### src/rtl/full_adder.sv
// full_adder: registered WIDTH-bit ripple-carry adder with optional carry chaining across words.
// Latency: 1 cycle from an accepted operand set to sum/cout/out_valid.
// Backpressure: none; one operation is accepted on every edge where in_valid is high.

// One ripple stage: sum and carry-out for a single bit position.
module full_adder_cell (
  input  logic a,
  input  logic b,
  input  logic c,
  output logic s,
  output logic co
);

  logic p;

  // Propagate term is shared by the sum and the carry-out.
  always_comb begin
    p  = a ^ b;
    s  = p ^ c;
    co = (a & b) | (c & p);
  end

endmodule

module full_adder #(
  parameter int WIDTH = 1
) (
  input  logic             clk,
  input  logic             rst_n,
  input  logic             in_valid,
  input  logic [WIDTH-1:0] a,
  input  logic [WIDTH-1:0] b,
  input  logic             cin,
  input  logic             chain,
  output logic [WIDTH-1:0] sum,
  output logic             cout,
  output logic             out_valid
);

  logic [WIDTH:0]   carry;
  logic [WIDTH-1:0] sum_bits;
  logic             carry_in;

  logic [WIDTH-1:0] sum_d,       sum_q;
  logic             cout_d,      cout_q;
  logic             out_valid_d, out_valid_q;

  // Chained operations continue from the visible registered carry-out; no hidden carry exists.
  always_comb begin
    carry_in = chain ? cout_q : cin;
  end

  assign carry[0] = carry_in;

  // Ripple chain: bit i consumes carry[i] and produces carry[i+1].
  for (genvar i = 0; i < WIDTH; i++) begin : g_bit
    full_adder_cell u_cell (
      .a  (a[i]),
      .b  (b[i]),
      .c  (carry[i]),
      .s  (sum_bits[i]),
      .co (carry[i+1])
    );
  end

  // Load the new result on an accepted operation, otherwise hold; out_valid pulses per accept.
  // The hold path never looks at a/b/cin, so undriven operands on idle cycles cannot leak out.
  always_comb begin
    sum_d       = sum_q;
    cout_d      = cout_q;
    out_valid_d = 1'b0;
    if (in_valid) begin
      sum_d       = sum_bits;
      cout_d      = carry[WIDTH];
      out_valid_d = 1'b1;
    end
  end

  // Result registers; reset clears the result and therefore the chain carry.
  always_ff @(posedge clk or negedge rst_n) begin
    if (!rst_n) begin
      sum_q       <= '0;
      cout_q      <= 1'b0;
      out_valid_q <= 1'b0;
    end else begin
      sum_q       <= sum_d;
      cout_q      <= cout_d;
      out_valid_q <= out_valid_d;
    end
  end

  assign sum       = sum_q;
  assign cout      = cout_q;
  assign out_valid = out_valid_q;

endmodule

### config.mk
export PLATFORM = sky130hd
export DESIGN_NAME = full_adder
export DESIGN_NICKNAME = d
export VERILOG_FILES = /design/src/rtl/full_adder.sv
export SDC_FILE = /design/constraint.sdc
export NUM_CORES = 1
export LEC_CHECK = 0
export ABC_AREA = 1
export CAP_MARGIN = 25
export CORE_AREA = 2 2 39 41
export CTS_BUF_LIST = sky130_fd_sc_hd__clkbuf_8
export CTS_CLUSTER_DIAMETER = 50
export DETAILED_ROUTE_END_ITERATION = 8
export DIE_AREA = 0 0 41 43
export SYNTH_ARGS = -nofsm -noshare
export SYNTH_HDL_FRONTEND = slang
export SYNTH_SLANG_ARGS = --single-unit
### constraint.sdc
create_clock -name clk -period 1.05 [get_ports clk]
set_input_delay 0.21 -clock clk [delete_from_list [all_inputs] [get_ports clk]]
set_output_delay 0.21 -clock clk [all_outputs]
set_load 0.05 [all_outputs]
-- Word level (Yosys, flattened, before mapping)
Index checks and enable logic that the tools add are counted.
- register bits after elaboration: 3
- input port bits: 7
- output and inout bits: 3
- word-level logic and storage cells: 10
- multiplexer cells: 2
- bitwise operators: 5
- operator list (cell ; count):
    1-bit AND ; 2
    1-bit 2-to-1 mux ; 2
    1-bit bitwise XOR ; 2
    1-bit OR ; 1

-- Logic depth before layout (Yosys ltp)
- word-level depth: 3
- mapped depth: 6
- gate-level depth less buffers: 6

-- Cells and area by module
Synthesis repeated with hierarchy kept, for this count alone.
- cell total of the unflattened synthesis: 15
- area total of the unflattened synthesis: 136.4 µm²
- by module, submodules not included (module ; instances ; cells each ; area each (µm²) ; sequential area each (µm²)):
    full_adder ; 1 ; 14 ; 116.4 ; 75.1
    full_adder_cell ; 1 ; 1 ; 20.0 ; 0.0

-- Least setup slack after synthesis
OpenSTA, ideal clock, no wires.
- kind: reg-to-reg
- start point: register cout_q, in the netlist cout
- end point: register sum_q, in the netlist sum
- library setup time: 0.119 ns
- arrival: 1.296 ns
- data required time: 0.931 ns
- path slack: -0.365 ns
- stages on the path, launching flop included: 6
- path buffers: 0
- period minus slack after synthesis: 1.415 ns
- cells stage by stage: dfrtp_1 nand2_1 nand2_1 fa_1 nand2_1 nand2_1
- longest elaborated chain between the ends: 2
- RTL lines (element ; line ; source):
    start: declaration ; 45 ; logic cout_d, cout_q;
    start signal: assignment ; 87 ; cout_q <= cout_d;
    1-bit 2-to-1 mux ; 50 ; carry_in = chain ? cout_q : cin;
    1-bit bitwise XOR ; 19 ; s = p ^ c;
    named net g_bit[0].u_cell.s ; 10 ; output logic s,
    end signal: assignment ; 86 ; sum_q <= sum_d;
    end: declaration ; 44 ; logic [WIDTH-1:0] sum_d, sum_q;
The timed path passes the listed nets, and every way through them passes these cells.
A chain may end at the register's enable or synchronous reset.

-- Final worst setup path
Ends and elaborated chain as after synthesis.

==> impl_metrics.yaml <==
status:
  run_status: "complete, but fails checks"
  failed_checks: "setup timing"
global_routing:
  met3_usage_pct: 2.09
  grt_use_met1_pct: 3.24
  grt_pass1_wl_um: 414
  globalRoute.busiestLayer: "met4"
  antenna_found_initial: 0
  maximum_number_of_pins_on_one_net_before_global_route_repair: 5
  global_route.usage.total_pct: 4.12
  groute.layer.met2.usage_pct: 4.69
  grt_overflow_total: 0
  vias_in_the_first_global_route: 128
cells_and_area:
  layout.nets: 38
  diodes: 0
  multi_input_area_um2: 53.8
  layout.cells.non_filler: 45
  sequential_cell_area_um2: 76.3
  fillerInstances: 151
  share_of_final_layout_standard_cells_stronger_than_drive_strength_1_pct: 27.6
  syn2layout_area_growth_pct: 140
  layout.core_utilization_pct: 23.7
routing:
  drc: 0
  detail_route.wirelength_um: 287
  ant_nets: 0
  avgRoutedWirePerCell_um: 6.38
  dr_total_vias: 137
  drtIter0Drc: 2
  route.detailed.vias_per_inst: 3.04
  dr.pass1.iters: 2
cts:
  cts_made_buffers: 3
  postCtsHoldBufs: 0
  clock_tree.root_cell: "clkbuf_8"
  post-cts-setup-buffer-count: 0
  cts_tree: "built"
  clkLatencyLatePin_ns: 0.21
  htree_num_levels: 1
  clock-sinks: 3
  clockBufferDepth: 2
  clk_pin_slew_ns: 0.03
synthesis:
  yosys_warnings: 0
  ys_dominant_reg_cell: "dfrtp_1"
  number_of_storage_elements_in_the_synthesis_netlist: 3
  synth_top_cell_by_area: "dfrtp_1"
  syn-instance-count: 15
  synth_fp_nets: 23
  yosys.cell_count.top_type: "nand2_1"
  number_of_enable_flip_flop_cells_after_synthesis: 0
  synth_seq_area_share_pct: 55.0
  mappedNetlistArea_um2: 136
  synthTopCellsByCount: "nand2_1, dfrtp_1, inv_1"
  synthesis.area_per_instance_um2: 9.09
  synth.distinct_cells: 4
  synth_async_sr_flop_share_pct: 100
  share_of_the_synthesized_area_in_the_top_cell_type_pct: 55.0
  area_contributors_post_synth: "dfrtp_1, nand2_1, fa_1"
worst_setup_path:
  regToRegStartpoint: "cout"
  slowest_delay_ns: 0.42
  worstPathRequired_ns: 1.15
  timing.critical_path.from_type: "flop"
  criticalPathCategory: "reg -> reg"
  regToRegSetupSlack_ns: -0.10
  timing.critical_path.arrival_ns: 1.25
  worst_reg_to_reg_cells: 5
  worst-path-max-fanout: 2
  critical_path.endpoint_type: "flop"
  path_cells: "nand2_1 -> nand2_1 -> fa_1 -> nand2_1 -> nand2_1"
  cpMaxStageDelayCell: "fa_1"
  critical_path.most_common_cell: "nand2_1"
  worst_r2r_endpoint: "sum"
floorplan:
  floorplan.rows: 14
  fp.dieH_um: 43
  floorplan.core_area_um2: 1380
  design.die.area_um2: 1760
  floorplan.initialDensity_pct: 9.86
  num_io_pins: 10
  die_span_x_um: 41
sta:
  rsz0062_at_grt: "true"
  maximum_clock_frequency_ghz: 0.867
  max-slew-margin-rel_pct: 90.2
  timing.final.hold_violations: 0
  final_period_minus_worst_setup_slack_ns: 1.15
  final_max_slew_viols: 0
  post-route-period-util_pct: 110
  setup-violations-final: 3
  worst_slack_ns: -0.103
  setup_skew_ns: 0.00200
  actual_transition_at_the_worst_max_transition_pin_ns: 0.147
place:
  portBuffers: 9
  finalWeightedCongestion: 0.527
  place_inst: 41
power:
  power.static_leakage_nw: 0.165
  vdd.ir_drop.worst_mv: 0.445
  power_per_cell_area_nw_per_um2: 1910
run:
  drv.max_cap_violation_count: 0
worst_hold_path:
  worst_hold_path_type: "in -> async"
## placed cells by master, fill, tap and decap left out
cell type,instances
clkdlybuf4s50_1,4
buf_12,3
inv_1,3
fa_1,1
clkbuf_8,3
nand2_1,9
dlygate4sd2_1,2
buf_4,1
dfrtp_1,2
dfrtp_2,1
## metal layers
metal	vias to the layer above	share of wire, %
met4	0	0
met1	61	35
met5	-	0
met2	5	55
li1	71	-
met3	0	10
## repair_timing
item,CTS,global route
pin swaps,4,2
gates resized for setup,2,0
endpoints found under the setup margin,3,3
## state kept, by name, summed over array words and instances (netlist names)
| register | flops |
|---|---|
| out_valid | 1 |
| sum | 1 |
| cout | 1 |
## critical path, delay by kind of cell (launching register included)
family	cells	cell delay [ns]
simple gates	4	0.24
flops	1	0.39
fa+ha+maj	1	0.42
## cell families (layout without fill, tap and decap cells)
family | after synthesis | in the layout | share of synthesized area [%]
simple gates | 9 | 9 | 24.8
flops | 3 | 3 | 55.0
buf+inv | 2 | 16 | 5.51
fa+ha+maj | 1 | 1 | 14.7
## worst max path at each step
stage	startpoint	to	slack, ns	cells after the start
floorplan	cout	sum	-0.23	5
finish	cout	sum	-0.10	5
detailed placement	chain	sum	-0.46	7
CTS	cout	sum	-0.15	5
global placement	chain	sum	-0.45	7
global route	cout	sum	-0.18	5
## area by class of cell
type | instances | area share [%]
clock inverter | 1 | 1.15
sequential | 3 | 23.3
tap | 16 | 6.11
clock buffer | 3 | 12.6
multi-input combinational | 10 | 16.4
inverter | 2 | 2.29
timing repair buffer | 10 | 38.2
## where the power goes
| part | internal (mW) | switching, mW |
|---|---|---|
| sequential | 0.131 | 0.0106 |
| clock | 0.248 | 0.0707 |
| combinational | 0.0849 | 0.0796 |
| total | 0.464 | 0.161 |
## stage by stage
| stage | power, mW | setup TNS [ns] | worst slack [ns] | area, um2 | hold slack [ns] |
|---|---|---|---|---|---|
| 2_1_floorplan | 0.209 | -0.393 | -0.234 | 138 | -0.0856 |
| 3_3_place_gp | 0.312 | -0.810 | -0.448 | 285 | 0.400 |
| 3_5_place_dp | 0.312 | -0.831 | -0.459 | 285 | 0.401 |
| 4_1_cts | 0.634 | -0.259 | -0.146 | 328 | 0.177 |
| 5_1_grt | 0.658 | -0.336 | -0.180 | 328 | 0.188 |
| 6_report | 0.625 | -0.163 | -0.103 | 328 | 0.178 |
(Power assumes the default switching activity.)
